`src/rtl/inc_arbiter.sv`:
```
// rtl/inc_arbiter.sv - round-robin arbiter sharing one 4-bit incrementer among N_REQ requesters
// Contains the ripple incrementer (inc4) and the arbiter/sequencer top (inc_arbiter).

module inc4 (
  input  logic [3:0] X,
  output logic [3:0] S,
  output logic [3:0] Co
);

  // Half-adder ripple chain with a constant carry-in of 1.
  assign S[0]  = ~X[0];
  assign Co[0] = X[0];

  genvar g;
  generate
    for (g = 1; g < 4; g++) begin : g_bit
      assign S[g]  = X[g] ^ Co[g-1];
      assign Co[g] = X[g] & Co[g-1];
    end
  endgenerate

endmodule

module inc_arbiter #(
  parameter int N_REQ = 4,
  parameter int ID_W  = 2
) (
  input  logic                 clk,
  input  logic                 rst,
  input  logic [N_REQ-1:0]     req,
  input  logic [4*N_REQ-1:0]   operand,
  output logic [N_REQ-1:0]     ack,
  output logic [3:0]           result,
  output logic                 ovf,
  output logic [ID_W-1:0]      grant_id,
  output logic                 busy
);

  typedef enum logic [1:0] {
    IDLE = 2'd0,
    LOAD = 2'd1,
    EXEC = 2'd2,
    RESP = 2'd3
  } state_t;

  state_t r_state;
  state_t w_state_nxt;

  logic [ID_W-1:0]  r_grant_id;
  logic [ID_W-1:0]  r_rr_ptr;
  logic [3:0]       r_op;
  logic [3:0]       r_result;
  logic             r_ovf;
  logic [N_REQ-1:0] r_ack;

  logic             w_any;
  logic [ID_W-1:0]  w_win;
  logic [ID_W-1:0]  w_idx;
  logic [3:0]       w_op;
  logic [3:0]       w_s;
  logic [3:0]       w_co;
  logic [2:0]       w_co_unused;

  // Sum of two in-range indices is below 2*N_REQ, so one subtraction wraps it.
  function automatic logic [ID_W-1:0] f_wrap(input logic [ID_W:0] v);
    if (v >= (ID_W+1)'(N_REQ))
      return ID_W'(v - (ID_W+1)'(N_REQ));
    else
      return ID_W'(v);
  endfunction

  inc4 u_inc (
    .X  (r_op),
    .S  (w_s),
    .Co (w_co)
  );

  assign w_co_unused = w_co[2:0];

  // Descending scan so the smallest offset from rr_ptr is the final winner.
  always_comb begin
    w_any = 1'b0;
    w_win = '0;
    w_idx = '0;
    for (int k = N_REQ - 1; k >= 0; k--) begin
      w_idx = f_wrap({1'b0, r_rr_ptr} + (ID_W+1)'(k));
      if (req[w_idx]) begin
        w_any = 1'b1;
        w_win = w_idx;
      end
    end
  end

  always_comb begin
    w_op = '0;
    for (int i = 0; i < N_REQ; i++) begin
      if (r_grant_id == ID_W'(i))
        w_op = operand[4*i +: 4];
    end
  end

  always_ff @(posedge clk or posedge rst) begin
    if (rst)
      r_state <= IDLE;
    else
      r_state <= w_state_nxt;
  end

  always_comb begin
    w_state_nxt = r_state;
    case (r_state)
      IDLE:    if (w_any) w_state_nxt = LOAD;
      LOAD:    w_state_nxt = EXEC;
      EXEC:    w_state_nxt = RESP;
      RESP:    w_state_nxt = IDLE;
      default: w_state_nxt = IDLE;
    endcase
  end

  always_ff @(posedge clk or posedge rst) begin
    if (rst) begin
      r_grant_id <= '0;
      r_rr_ptr   <= '0;
      r_op       <= '0;
      r_result   <= '0;
      r_ovf      <= 1'b0;
      r_ack      <= '0;
    end else begin
      case (r_state)
        IDLE: begin
          if (w_any)
            r_grant_id <= w_win;
        end
        LOAD: begin
          r_op <= w_op;
        end
        EXEC: begin
          r_result <= w_s;
          r_ovf    <= w_co[3];
          for (int i = 0; i < N_REQ; i++)
            r_ack[i] <= (r_grant_id == ID_W'(i));
        end
        RESP: begin
          r_ack    <= '0;
          r_rr_ptr <= f_wrap({1'b0, r_grant_id} + (ID_W+1)'(1));
        end
        default: begin
          r_ack <= '0;
        end
      endcase
    end
  end

  assign ack      = r_ack;
  assign result   = r_result;
  assign ovf      = r_ovf;
  assign grant_id = r_grant_id;
  assign busy     = (r_state == LOAD) || (r_state == EXEC);

endmodule

```
`config.mk`:
```
export PLATFORM = sky130hd
export DESIGN_NAME = inc_arbiter
export DESIGN_NICKNAME = d
export VERILOG_FILES = /design/src/rtl/inc_arbiter.sv
export SDC_FILE = /design/constraint.sdc
export NUM_CORES = 1
export LEC_CHECK = 0
export ABC_CLOCK_PERIOD_IN_PS = 4500
export CORE_MARGIN = 2
export CORE_UTILIZATION = 40
export DETAILED_ROUTE_END_ITERATION = 6
export DONT_BUFFER_PORTS = 1
export HOLD_SLACK_MARGIN = 0.05
export PLACE_DENSITY = 0.55
export SYNTH_ARGS = -nofsm -noshare
export SYNTH_HDL_FRONTEND = slang
export SYNTH_SLANG_ARGS = --single-unit
```
`constraint.sdc`:
```
create_clock -name clk -period 4.5 [get_ports clk]
set_clock_uncertainty 0.2 [all_clocks]
set_input_delay 0.9 -clock clk [delete_from_list [all_inputs] [get_ports clk]]
set_output_delay 0.9 -clock clk [all_outputs]
set_load 0.03 [all_outputs]
```
Word-level counts from Yosys, hierarchy flattened
Cells that the tools add are included.
{"block": "totals", "ff_bits": 19, "latchBits": 0, "mem_bits_rw": 0, "romBits": 0, "inputBits": 22, "out_inout_bits": 12, "word_cells": 72, "memories": 0}
{"block": "op_classes", "addsub": 9, "mul": 0, "div": 0, "magnitude_cmp": 9, "eq_ne": 7, "shift": 0, "n_mux": 28, "bitwise": 7, "reduce_logical": 5}
{"op": "two-way mux 2 bit", "count": 10}
{"op": "two-way mux 4 bit", "count": 4}
{"op": ">= comparator 3 bit (second input constant)", "count": 4}
{"op": "< comparator 2 x 3 -> 1 bit (second input constant)", "count": 4}
{"op": "subtractor 2 x 1 -> 2 bit (second input constant)", "count": 5}
{"op": "binary-select mux 1 bit (select 2 bit)", "count": 4}
{"op": "equality test 2 bit (second input constant)", "count": 4}
{"op": "two-way mux 1 bit", "count": 8}
{"op": "case mux 2 bit (4 select lines)", "count": 1}
{"op": "case mux 4 bit (2 select lines)", "count": 1}
{"op": "adder 2 x 1 -> 3 bit (second input constant)", "count": 2}
{"op": "adder 2 x 2 -> 3 bit (second input constant)", "count": 2}
{"op": "equality test 2 x 1 -> 1 bit (second input constant)", "count": 2}
{"op": "logical NOT 2 bit", "count": 2}
{"op": "AND 1 bit", "count": 3}
{"op": ">= comparator 2 x 3 -> 1 bit (second input constant)", "count": 1}
{"op": "XOR 1 bit", "count": 3}
{"op": "!= test 2 bit (second input constant)", "count": 1}
{"op": "AND reduction 2 bit", "count": 1}
{"op": "nonzero test 2 bit", "count": 1}
{"op": "logical OR 1 bit", "count": 1}
{"op": "inverter 1 bit", "count": 1}

Logic depth before layout (Yosys ltp)
{"block": "depth", "depth_word": 11, "depth_mapped": 7, "mapped_depth_nobuf": 6}

Modules after synthesis
Synthesis repeated with hierarchy kept, for this count alone.
{"block": "hier_totals", "cells_unflattened": 106, "area_unflattened_um2": 1097.3}
{"mod": "inc_arbiter", "instances": 1, "cells_per_inst": 101, "area_each_um2": 1048.5, "seq_area_each_um2": 475.5}
{"mod": "inc4", "instances": 1, "cells_per_inst": 5, "area_each_um2": 48.8, "seq_area_each_um2": 0.0}

Worst setup path after synthesis
No wires, ideal clock.
{"block": "synth_timing", "kind": "reg2out", "startpoint": "reg r_state[0]", "endpoint": "out busy", "arrival_ns": 0.873, "required_time_ns": 3.400, "setup_slack_ns": 2.527, "path_stages_with_launch": 3, "path_buffers": 0, "cell_sequence": "dfrtp_1 > inv_1 > ha_1"}
{"block": "synth_between", "elab_chain_cells": 2, "word_cells_on_any_way": 3, "cone_classes": "eq/ne (2); reduce/logical (1)"}
{"item": "from (decl)", "line_no": "46", "text": "state_t r_state;"}
{"item": "from (signal assigned)", "line_no": "106", "text": "r_state <= w_state_nxt;"}
{"item": "equality test 2 x 1 -> 1 bit or equality test 2 bit (tied branches)", "line_no": "158", "text": "assign busy = (r_state == LOAD) || (r_state == EXEC);"}
{"item": "logical OR 1 bit (*)", "line_no": "158"}
{"item": "to (decl)", "line_no": "36", "text": "output logic busy"}
Mark *: on every way between the ends. The rest lies on a longest branch, timed or not.

Final worst setup path
Ends and elaborated chain as after synthesis.

==> out/metrics.sh <==
RELSLEWSLACK=0.5017
VIASPERCELL=5.570
DIE-WIDTH_UM=55.63
WORST_IR_DROP_VDD_V=0.0003712
MIN_PATH_CELLS=1
LAYOUT-DRIVE-GT1-SHARE=0.1048
MAXCAPVIOLCOUNT=0
IO_BUFFER_COUNT=0
WIRE_PER_INST_UM=15.51
WORSTPATHREQUIRED_PS=3400
CTS_TREE='yes'
LAYOUT-AREA-OVERHEAD-VS-SYNTH_PCT=4.460
SYNTH_NETS=139
TOTAL_CTS_BUFFERS=3
START_KIND='flip-flop'
POSTCTSSETUPBUFFERS=0
TIMING_WORST_SLEW_PIN_VALUE_PS=746.7
SYN_INST=105
FINAL_NET_COUNT=140
MIN_TCLK_POST_ROUTE_PS=2366
GRT_FIRST_PASS_WIRELENGTH_MM=3.760
CELL_COUNT_OF_THE_WORST_REG_TO_REG_PATH=6
GRT_USE_TOTAL=0.1522
POSTCTSRESIZEDCELLS=0
SYNTHDISTINCTLIBCELLS=23
NUMBER_OF_STORAGE_ELEMENTS_IN_THE_SYNTHESIS_NETLIST=19
TOTALWIRELENGTH_MM=2.094
ANTENNA-DIODE-COUNT=0
CTS_HTREE_LEVELS=1
REMAINING_DRC_ERRORS=0
FINALHOLDVIOLCOUNT=0
CTS_MAX_PATH_BUFFERS=2
SLEW_VIOL_FINAL=0
UNREPAIRED_SETUP_ENDPOINTS_AFTER_GLOBAL_ROUTING='false'
TIMING.RR.END='r_op[1]$_DFFE_PP0N_'
NUM-FILL-CELLS=247
CRIT_FANOUT=4
ANTENNA_LEFT=0
FINAL_COMMON_CELL='sky130_fd_sc_hd__dfrtp_1'
SUMMED_INSTANCE_AREA_OF_THE_SYNTHESIZED_NETLIST_UM2=1066
PLACED_CELL_AREA_UM2=1086
DP.CELLS=131
TIMING.SETUP.CRITICAL_PATH_CLASS='reg2out'
GRT_START_MAX_NET_PINS=20
REG2REG_FROM='grant_id[0]$_DFFE_PP0P_'
GPL.FINAL_WEIGHTED_CONGESTION=0.7332
RESULT_OF_THE_RUN='finished, final reports clean'
POWER-PER-CELL-AREA_nW_PER_UM2=797.0
YS_WARN_COUNT=0
INITIAL_UTILIZATION=0.4264
CLK_ROOT_BUFFER_CELL='sky130_fd_sc_hd__clkbuf_4'
CLK_PIN_SLEW_WORST_PATHS_PS=110
VIAS_IN_THE_FIRST_GLOBAL_ROUTE=851
VIAS=752
HP-CLASS='reg2reg'
GRT_OVERFLOW_TOTAL=0
POSTSYNTHAREAPERCELL_UM2=10.15
HP-START='r_op[0]$_DFFE_PP0N_'
TOP_LEVEL_PORTS=34
WORSTSKEWPAIRLATENCY_PS=300
CORE_UM2=2500
FLOORPLAN.DIE.HEIGHT_UM=55.63
YOSYSSEQAREASHARE=0.4460
SETUP_TOTAL_NEGATIVE_SLACK_PS=0
TOTAL_LEAKAGE_POWER_uW=0.0005415
TRITONCTS_NUM_SINKS=19
POST-ROUTE-PERIOD-UTIL=0.5257
DRT-INITIAL-DRC-COUNT=25
GRT_ANTENNA_BEFORE_REPAIR=0
STD_CELL_ROWS=18
MIN_DELAY_WORST_ENDPOINT='result[0]$_DFFE_PP0P_'
STDCELL_COUNT=135
TIMING.FINAL.SETUP_VIOLATIONS=0
WORST_SETUP_PATH_END_KIND='primary output'
MAX_CLOCK_FREQ_MHz=422.7
LAYOUT.CELLS.MOST_COMMON_LIST='sky130_fd_sc_hd__dfrtp_1, sky130_fd_sc_hd__inv_1, sky130_fd_sc_hd__ha_1, sky130_fd_sc_hd__nor2_1, sky130_fd_sc_hd__nand2_1'
DPL.HPWL_MM=1.612
CTS-HOLD-FIX-BUFFERS=0
DIEAREA_UM2=3094
FIN_AREA_UM2=1114
CRIT_ARRIVAL_PS=1270
DR.PASS1.ITERS=3
REG2REG_SLACK_PS=2480
## power by group
part	total (µW)	internal, µW	switching (µW)	leakage, µW
registers	410	254	155	0.000231
logic	392	180	212	0.000293
clock network	86.2	33.1	53.1	0.0000177
total	888	467	420	0.000542
## worst max-delay path: stages, from the launching register on
cell and delay [ps]:
sky130_fd_sc_hd__dfrtp_1 390, sky130_fd_sc_hd__inv_1 100, sky130_fd_sc_hd__ha_1 470
## sequential cells by signal (all words and copies together), names as in the netlist
name,cells
result,4
r_rr_ptr,2
ack,4
grant_id,2
r_state,2
r_op,4
ovf,1
## through the flow
stage / total power, µW / util / hold WS (ps) / setup slack (ps)
2_1_floorplan: 723.1 / - / 256.3 / 2527
5_1_grt: 978.2 / 0.4454 / 330.4 / 2046
6_report: 887.5 / 0.4454 / 294.4 / 2134
3_3_place_gp: 794.2 / 0.4344 / 279.5 / 2510
4_1_cts: 902.0 / 0.4454 / 300.6 / 2123
3_5_place_dp: 813.1 / 0.4344 / 287.1 / 2476
## synthesized netlist by cell type
library cell	n	area [µm²]
sky130_fd_sc_hd__mux2i_1	5	50.05
sky130_fd_sc_hd__a21oi_1	5	25.02
sky130_fd_sc_hd__a31oi_1	3	18.77
sky130_fd_sc_hd__buf_1	1	3.750
sky130_fd_sc_hd__buf_2	2	10.01
sky130_fd_sc_hd__clkbuf_1	1	3.750
sky130_fd_sc_hd__nor2_1	8	30.03
sky130_fd_sc_hd__a211o_1	3	26.28
sky130_fd_sc_hd__dfrtp_1	19	475.5
sky130_fd_sc_hd__o21a_1	1	7.510
sky130_fd_sc_hd__inv_1	13	48.80
sky130_fd_sc_hd__nand2b_1	1	6.260
sky130_fd_sc_hd__a21o_1	1	7.510
sky130_fd_sc_hd__nand2_1	8	30.03
sky130_fd_sc_hd__o21ai_0	7	35.03
sky130_fd_sc_hd__o221ai_1	1	8.760
sky130_fd_sc_hd__o22ai_1	2	12.51
sky130_fd_sc_hd__nor2b_2	1	8.760
sky130_fd_sc_hd__mux2_2	6	67.56
sky130_fd_sc_hd__nor4_1	1	6.260
sky130_fd_sc_hd__a22oi_1	1	7.510
sky130_fd_sc_hd__ha_1	12	150.1
sky130_fd_sc_hd__a221oi_1	3	26.28
## final cells by class
type / instances / area [µm²] / area share
sequential: 19 / 475.5 / 0.4270
tap: 30 / 37.54 / 0.03371
clock inverter: 1 / 5.005 / 0.004494
multi-input combinational: 69 / 524.3 / 0.4708
inverter: 13 / 48.80 / 0.04382
clock buffer: 3 / 22.52 / 0.02022
## worst max path at each step
stage                                      start  cells past startpoint   end  slack [ps]
after floorplan           r_state[0]$_DFFE_PP0P_                      2  busy        2530
after global placement    r_state[0]$_DFFE_PP0P_                      2  busy        2510
after detailed placement  r_state[1]$_DFFE_PP0P_                      2  busy        2480
after CTS                 r_state[1]$_DFFE_PP0P_                      2  busy        2120
after global routing      r_state[1]$_DFFE_PP0P_                      2  busy        2050
final                     r_state[0]$_DFFE_PP0P_                      2  busy        2130
## cell families after synthesis
kind of cell    synth area share
compound gates            0.1643
simple gates             0.07630
flops                     0.4460
buf+inv                  0.06220
fa+ha+maj                 0.1408
mux                       0.1103
## per-layer routing
layer	routed length, µm	track usage	vias to the layer above
li1	-	-	362
met1	940	0.1775	361
met2	987	0.2551	25
met3	123	0.04186	4
met4	42	0.07666	0
met5	0	0	-
(Power assumes the default switching activity.)
